File: src/rtl/fill_pkg.sv
// Shared types for the fill-block scanline sequencer: FSM state encoding and
// the width of the read-settle / write-drain latency counter.
package fill_pkg;

  localparam int LAT_W = 4;

  typedef enum logic [2:0] {
    ST_IDLE    = 3'd0,
    ST_MATH    = 3'd1,
    ST_READROW = 3'd2,
    ST_RWAIT   = 3'd3,
    ST_FILL    = 3'd4,
    ST_DRAIN   = 3'd5,
    ST_DONE    = 3'd6
  } fill_state_e;

endpackage

File: src/rtl/fill_lat_counter.sv
// Loadable down-counter with zero flag; times both the row-read settle
// (RWAIT) and the span-write drain (DRAIN) of the fill sequencer.
module fill_lat_counter
  import fill_pkg::*;
(
  input  logic             clk,
  input  logic             n_rst,
  input  logic             load,
  input  logic [LAT_W-1:0] load_val,
  input  logic             dec,
  output logic             zero
);

  logic [LAT_W-1:0] cnt_q, cnt_d;

  always_comb begin
    cnt_d = cnt_q;
    if (load)
      cnt_d = load_val;
    else if (dec && (cnt_q != '0))
      cnt_d = cnt_q - 1'b1;
  end

  always_ff @(posedge clk or negedge n_rst) begin
    if (!n_rst) cnt_q <= '0;
    else        cnt_q <= cnt_d;
  end

  assign zero = (cnt_q == '0);

endmodule

File: src/rtl/fill_row_sequencer.sv
// Scanline sequencer: edge-math pass, then walks rows y_min..y_max through
// read / fill / drain. Optional FILL watchdog enabled by FILL_TIMEOUT_EN.
module fill_row_sequencer
  import fill_pkg::*;
#(
  parameter int ROW_W  = 9,
  parameter int RD_LAT = 2,
  parameter int WR_LAT = 2,
  parameter int TO_CYC = 1023
) (
  input  logic             clk,
  input  logic             n_rst,
  input  logic             fill_en,
  input  logic [ROW_W-1:0] y_min,
  input  logic [ROW_W-1:0] y_max,
  input  logic             abort,
  input  logic             math_done,
  input  logic             fill_done,
  output logic             math_start,
  output logic             row_start,
  output logic             fill_start,
  output logic [ROW_W-1:0] row_y,
  output logic             busy,
  output logic             done,
  output logic [ROW_W:0]   rows_filled,
  output logic             timeout
);

  localparam logic [LAT_W-1:0] RD_LOAD = (RD_LAT == 0) ? '0 : LAT_W'(RD_LAT - 1);
  localparam logic [LAT_W-1:0] WR_LOAD = (WR_LAT == 0) ? '0 : LAT_W'(WR_LAT - 1);

  fill_state_e      state_q, state_d;
  logic [ROW_W-1:0] y_min_q, y_min_d, y_max_q, y_max_d;
  logic [ROW_W-1:0] row_y_q, row_y_d;
  logic [ROW_W:0]   rows_q, rows_d;
  logic             last_q, last_d;
  logic             lat_load, lat_dec, lat_zero;
  logic [LAT_W-1:0] lat_val;
  logic             adv, adv_last;

`ifdef FILL_TIMEOUT_EN
  localparam int WD_W = $clog2(TO_CYC + 1);
  logic [WD_W-1:0] wd_q, wd_d;
  logic            timeout_q, timeout_d;
`endif

  always_comb begin
    state_d  = state_q;
    y_min_d  = y_min_q;
    y_max_d  = y_max_q;
    row_y_d  = row_y_q;
    rows_d   = rows_q;
    last_d   = last_q;
    lat_load = 1'b0;
    lat_val  = '0;
    lat_dec  = 1'b0;
    adv      = 1'b0;
    adv_last = 1'b0;
`ifdef FILL_TIMEOUT_EN
    timeout_d = timeout_q;
    wd_d      = (state_q == ST_FILL) ? wd_q + 1'b1 : '0;
`endif

    if (abort) begin
      state_d = ST_IDLE;
      row_y_d = '0;
    end else begin
      case (state_q)
        ST_IDLE, ST_DONE: begin
          if (fill_en) begin
            state_d = ST_MATH;
            y_min_d = y_min;
            y_max_d = y_max;
            row_y_d = y_min;
            rows_d  = '0;
            last_d  = 1'b0;
`ifdef FILL_TIMEOUT_EN
            timeout_d = 1'b0;
`endif
          end
        end
        ST_MATH: begin
          if (math_done)
            state_d = (y_min_q <= y_max_q) ? ST_READROW : ST_DONE;
        end
        ST_READROW: begin
          if (RD_LAT == 0) begin
            state_d = ST_FILL;
          end else begin
            lat_load = 1'b1;
            lat_val  = RD_LOAD;
            state_d  = ST_RWAIT;
          end
        end
        ST_RWAIT: begin
          if (lat_zero) state_d = ST_FILL;
          else          lat_dec = 1'b1;
        end
        ST_FILL: begin
          if (fill_done) begin
            rows_d = rows_q + 1'b1;
            last_d = (row_y_q == y_max_q);
            if (WR_LAT == 0) begin
              adv      = 1'b1;
              adv_last = last_d;
            end else begin
              lat_load = 1'b1;
              lat_val  = WR_LOAD;
              state_d  = ST_DRAIN;
            end
          end
`ifdef FILL_TIMEOUT_EN
          else if (wd_q == WD_W'(TO_CYC - 1)) begin
            timeout_d = 1'b1;
            state_d   = ST_DONE;
          end
`endif
        end
        ST_DRAIN: begin
          if (lat_zero) begin
            adv      = 1'b1;
            adv_last = last_q;
          end else begin
            lat_dec = 1'b1;
          end
        end
        default: state_d = ST_IDLE;
      endcase

      // Row advance only ever happens below y_max_q, so row_y cannot wrap.
      if (adv) begin
        if (adv_last) begin
          state_d = ST_DONE;
        end else begin
          state_d = ST_READROW;
          row_y_d = row_y_q + 1'b1;
        end
      end
    end
  end

  always_ff @(posedge clk or negedge n_rst) begin
    if (!n_rst) begin
      state_q <= ST_IDLE;
      y_min_q <= '0;
      y_max_q <= '0;
      row_y_q <= '0;
      rows_q  <= '0;
      last_q  <= 1'b0;
    end else begin
      state_q <= state_d;
      y_min_q <= y_min_d;
      y_max_q <= y_max_d;
      row_y_q <= row_y_d;
      rows_q  <= rows_d;
      last_q  <= last_d;
    end
  end

`ifdef FILL_TIMEOUT_EN
  always_ff @(posedge clk or negedge n_rst) begin
    if (!n_rst) begin
      wd_q      <= '0;
      timeout_q <= 1'b0;
    end else begin
      wd_q      <= wd_d;
      timeout_q <= timeout_d;
    end
  end

  assign timeout = timeout_q;
`else
  // No watchdog in this build; TO_CYC is referenced only to keep it meaningful.
  assign timeout = (TO_CYC < 0);
`endif

  fill_lat_counter u_lat (
    .clk      (clk),
    .n_rst    (n_rst),
    .load     (lat_load),
    .load_val (lat_val),
    .dec      (lat_dec),
    .zero     (lat_zero)
  );

  assign math_start  = (state_q == ST_MATH);
  assign row_start   = (state_q == ST_READROW) || (state_q == ST_RWAIT);
  assign fill_start  = (state_q == ST_FILL);
  assign busy        = (state_q != ST_IDLE) && (state_q != ST_DONE);
  assign done        = (state_q == ST_DONE);
  assign row_y       = row_y_q;
  assign rows_filled = rows_q;

endmodule

File: config.mk
export PLATFORM = sky130hd
export DESIGN_NAME = fill_row_sequencer
export DESIGN_NICKNAME = d
export VERILOG_FILES = /design/src/rtl/fill_pkg.sv /design/src/rtl/fill_lat_counter.sv /design/src/rtl/fill_row_sequencer.sv
export SDC_FILE = /design/constraint.sdc
export NUM_CORES = 1
export LEC_CHECK = 0
export ABC_AREA = 1
export BUFFER_PORTS_ARGS = -buffer_cell sky130_fd_sc_hd__buf_2
export CAP_MARGIN = 10
export CORE_ASPECT_RATIO = 2
export CORE_MARGIN = 2
export CORE_UTILIZATION = 51
export DETAILED_ROUTE_END_ITERATION = 10
export PLACE_DENSITY = 0.76
export SYNTH_ARGS = -nofsm -noshare
export SYNTH_HDL_FRONTEND = slang
export SYNTH_HIERARCHICAL = 1
export SYNTH_SLANG_ARGS = --single-unit
File: constraint.sdc
create_clock -name clk -period 1.8 [get_ports clk]
set_input_delay 0.09 -clock clk [delete_from_list [all_inputs] [get_ports clk]]
set_output_delay 0.09 -clock clk [all_outputs]
set_load 0.05 [all_outputs]
==> results.cfg <==
[run_status]
run_status = finished, final reports clean

[sta]
report.final.hold_viol_count = 0
maxClockFrequency_ghz = 0.597
setup-violations-final = 0
fin_crit_share_pct = 93.1
finalSetupTns_ns = 0
fin_worst_skew_ns = 0.00540
final_period_minus_worst_setup_slack_ns = 1.67
grt_setup_unrepaired = false
maxSlewViolCount = 0

[yosys]
ys.warnings.count = 6
seq_area_frac_synth_pct = 38.2
yosys-top-cells-area = dfrtp_1 38%, nand2_1 18%, inv_1 6.8%
synth_cells = 416
syn_area_um2 = 2940
cell_taking_the_most_area_after_synthesis = dfrtp_1
synth_edf_count = 0
fraction_of_registers_with_async_set_or_reset_after_synthesis_pct = 100
synth_largest_type_area_fraction_pct = 38.2
yosysMostFrequentCell = nand2_1
synth.ff_latch_count = 45
average_footprint_of_a_synthesized_cell_um2 = 7.08
synthDistinctLibCells = 34
synth_flop_cell = dfrtp_1
synth.cells.most_frequent = 141 x nand2_1, 53 x inv_1, 45 x dfrtp_1, 38 x nand3_1, 22 x nor2_1

[layout]
antenna_diode_count = 0
final.fill_count = 540
final_design_area_no_fill_um2 = 3500
nNetsFinal = 508
postLayoutCoreUtil_pct = 61.8
final_layout_size_suffix_gt1_share_pct = 18.4
syn2layout_area_growth_pct = 18.7
ff_latch_area_um2 = 1130
area_of_the_multi_input_gates_um2 = 1540

[critical_path]
critical_path.slowest_cell = dfrtp_1
r2r_end = rows_filled[1]
ff2ff_path_depth = 9
worstSetupStartpoint = state_q[1]
cp-start-kind = flip-flop
cpLargestDelayFamily = buffers and inverters
regToRegStartpoint = state_q[0]
worstPathCellList = nor2_4 -> nand2_2 -> inv_4 -> buf_4 -> buf_2
worst-endpoint-arrival_ns = 1.58
r2r_setup_slack_ns = 0.15
required_ns = 1.71
critical_path.max_fanout = 9
timing.setup.critical_path_class = flip-flop to output port
slowest_delay_ns = 0.49
crit_path_end_kind = output port
worst_path_buf_inv = 3

[power]
p_sw_mw = 2.47
share_seq_of_total_power_pct = 30.5
p_leak_nw = 1.94
internal_power_mw = 2.99
irDropWorstVdd_mv = 1.26
clockPowerShare_pct = 22.5
power_switching_share_pct = 45.3
combPwrFrac_pct = 47.0
power.density_cell_area_nw_per_um2 = 1560

[clock_tree]
clk_pin_slew_worst_paths_ns = 0.06
clock_tree.buffer_depth = 2
cts_max_level = 2
clock_root_buffer = clkbuf_16
tritoncts_buffers = 5
clock-sinks = 45
tritoncts = yes
clk_latency_ns = 0.30
cts_setup_buffers = 0

[global_routing]
grt_use_total_pct = 24.7
grt_max_degree = 21
globalRouteOverflowTotal = 0
vias_in_the_first_global_route = 2751
wire_length_of_the_first_global_routing_pass_um = 12300
antenna_found_initial = 0

[placement]
gpl.final_weighted_congestion = 0.836
port_buffers = 47
post_dp_cell_area_um2 = 3270
detailedPlacementHpwl_um = 5720

[detailed_routing]
drcViolationCount = 0
antenna_violating_nets_post_route = 0
vias = 2788
firstDrtPassIters = 5
detail_route.vias_per_cell = 5.22
drt-total-wl_um = 7280
wl_per_cell_um = 13.6
dr.first_iter.drc_count = 133

[die]
fp.dieArea_um2 = 6430
chipWidth_um = 57.7
core_area_um2 = 5660
chipHeight_um = 111
ios = 49
rows = 39
initial_core_util_pct = 52.0

[worst_hold_path]
hold_path_startpoint = y_max[4]
min-delay-path-class = input pin to flip-flop
hold_depth = 3
hold-path-endpoint = y_max_q[4]

[run]
max_cap_viol_count = 0
## timing repair
action | 4_1_cts | 5_1_grt
endpoints found under the hold margin | 18 | 1
gates resized for setup | 0 | 5
setup endpoints to repair | 0 | 13
hold buffers | 1 | 1
## metal layers
metal  track usage (%)  part of all wire, %  vias to the layer above
li1                  -                    -                     1436
met2              44.9                   57                       62
met5                 0                    0                        -
met4              12.6                  2.0                        0
met1              26.0                   38                     1279
met3              4.41                  3.3                       11
## cell type report
cell class              instances  area share [%]
clock buffers                   5            3.58
clock inverters                 3            1.97
inverters                      58            6.37
multi-input cells             304            44.1
flip-flops and latches         45            32.2
well taps                      61            2.18
repair buffers                 58            9.59
## worst register-to-register path, stage by stage, from the launching register on
cell and delay (ns):
dfrtp_1 0.47, inv_1 0.12, nand3_1 0.13, nand2_2 0.17, nand2_4 0.09, nor2_8 0.17
inv_4 0.12, nand2_4 0.13, nand3_1 0.09, o21ai_1 0.09
## cell families after synthesis
kind of cell / Yosys count / synth area share [%]
AND/OR/NAND/NOR: 229 / 34.5
buffers and inverters: 70 / 10.5
AO/OA/AOI/OAI: 53 / 9.73
flip-flops: 45 / 38.2
adder cells (fa/ha/maj): 12 / 5.10
XOR/XNOR: 5 / 1.49
other: 1 / 0.127
multiplexers: 1 / 0.340
## how the worst max path moves through the flow
stage | to | slack (ns) | cells past startpoint
finish | fill_start | 0.13 | 5
global route | rows_filled[2] | 0.02 | 9
CTS | last_q | 0.09 | 7
detailed placement | row_y[2] | 0.11 | 11
global placement | last_q | 0.15 | 8
floorplan | u_lat/cnt_q[3] | 0.08 | 11
## flip-flops by register name, summed over array words and instances (netlist names)
| name | flops |
|---|---|
| row_y | 9 |
| state_q | 3 |
| y_min_q | 9 |
| u_lat/cnt_q | 4 |
| rows_filled | 10 |
| y_max_q | 9 |
| last_q | 1 |
## placed cells by master, fill, tap and decap left out, types with 2 or more instances in the layout
cell type      count
nand2_1          140
inv_1             52
buf_2             47
dfrtp_1           45
nand3_1           37
nor2_1            21
o21ai_1           17
a21oi_1           15
o21ai_0           11
ha_1              11
nand4_1            8
buf_4              8
nand2_2            5
clkbuf_16          5
nor3_1             4
xor2_1             4
conb_1             4
inv_2              3
nand2_4            3
a21o_1             3
nand3b_1           3
nor2_2             2
nor2_4             2
inv_4              2
o211ai_1           2
a21oi_2            2
nand3_2            2
o22ai_1            2
bufinv_16          2
dlygate4sd3_1      2
## through the flow
stage / setup slack, ns / instances / hold WS (ns) / power [mW]
CTS: 0.0881 / 533 / 0.00136 / 5.46
finish: 0.125 / 534 / 0.00287 / 5.46
detailed placement: 0.112 / 524 / 0.0719 / 4.22
global placement: 0.153 / 524 / 0.0773 / 4.15
global route: 0.0232 / 534 / 0.0158 / 5.88
floorplan: 0.0829 / 419 / -0.206 / 3.60
## power by group through the flow
| stage | Clock [mW] | Sequential (mW) | Combinational (mW) |
|---|---|---|---|
| floorplan | 0 | 1.81 | 1.79 |
| global placement | 0 | 1.67 | 2.48 |
| detailed placement | 0 | 1.68 | 2.54 |
| CTS | 1.24 | 1.66 | 2.56 |
| global route | 1.28 | 1.71 | 2.89 |
| finish | 1.23 | 1.67 | 2.57 |
(Power assumes the default switching activity.)
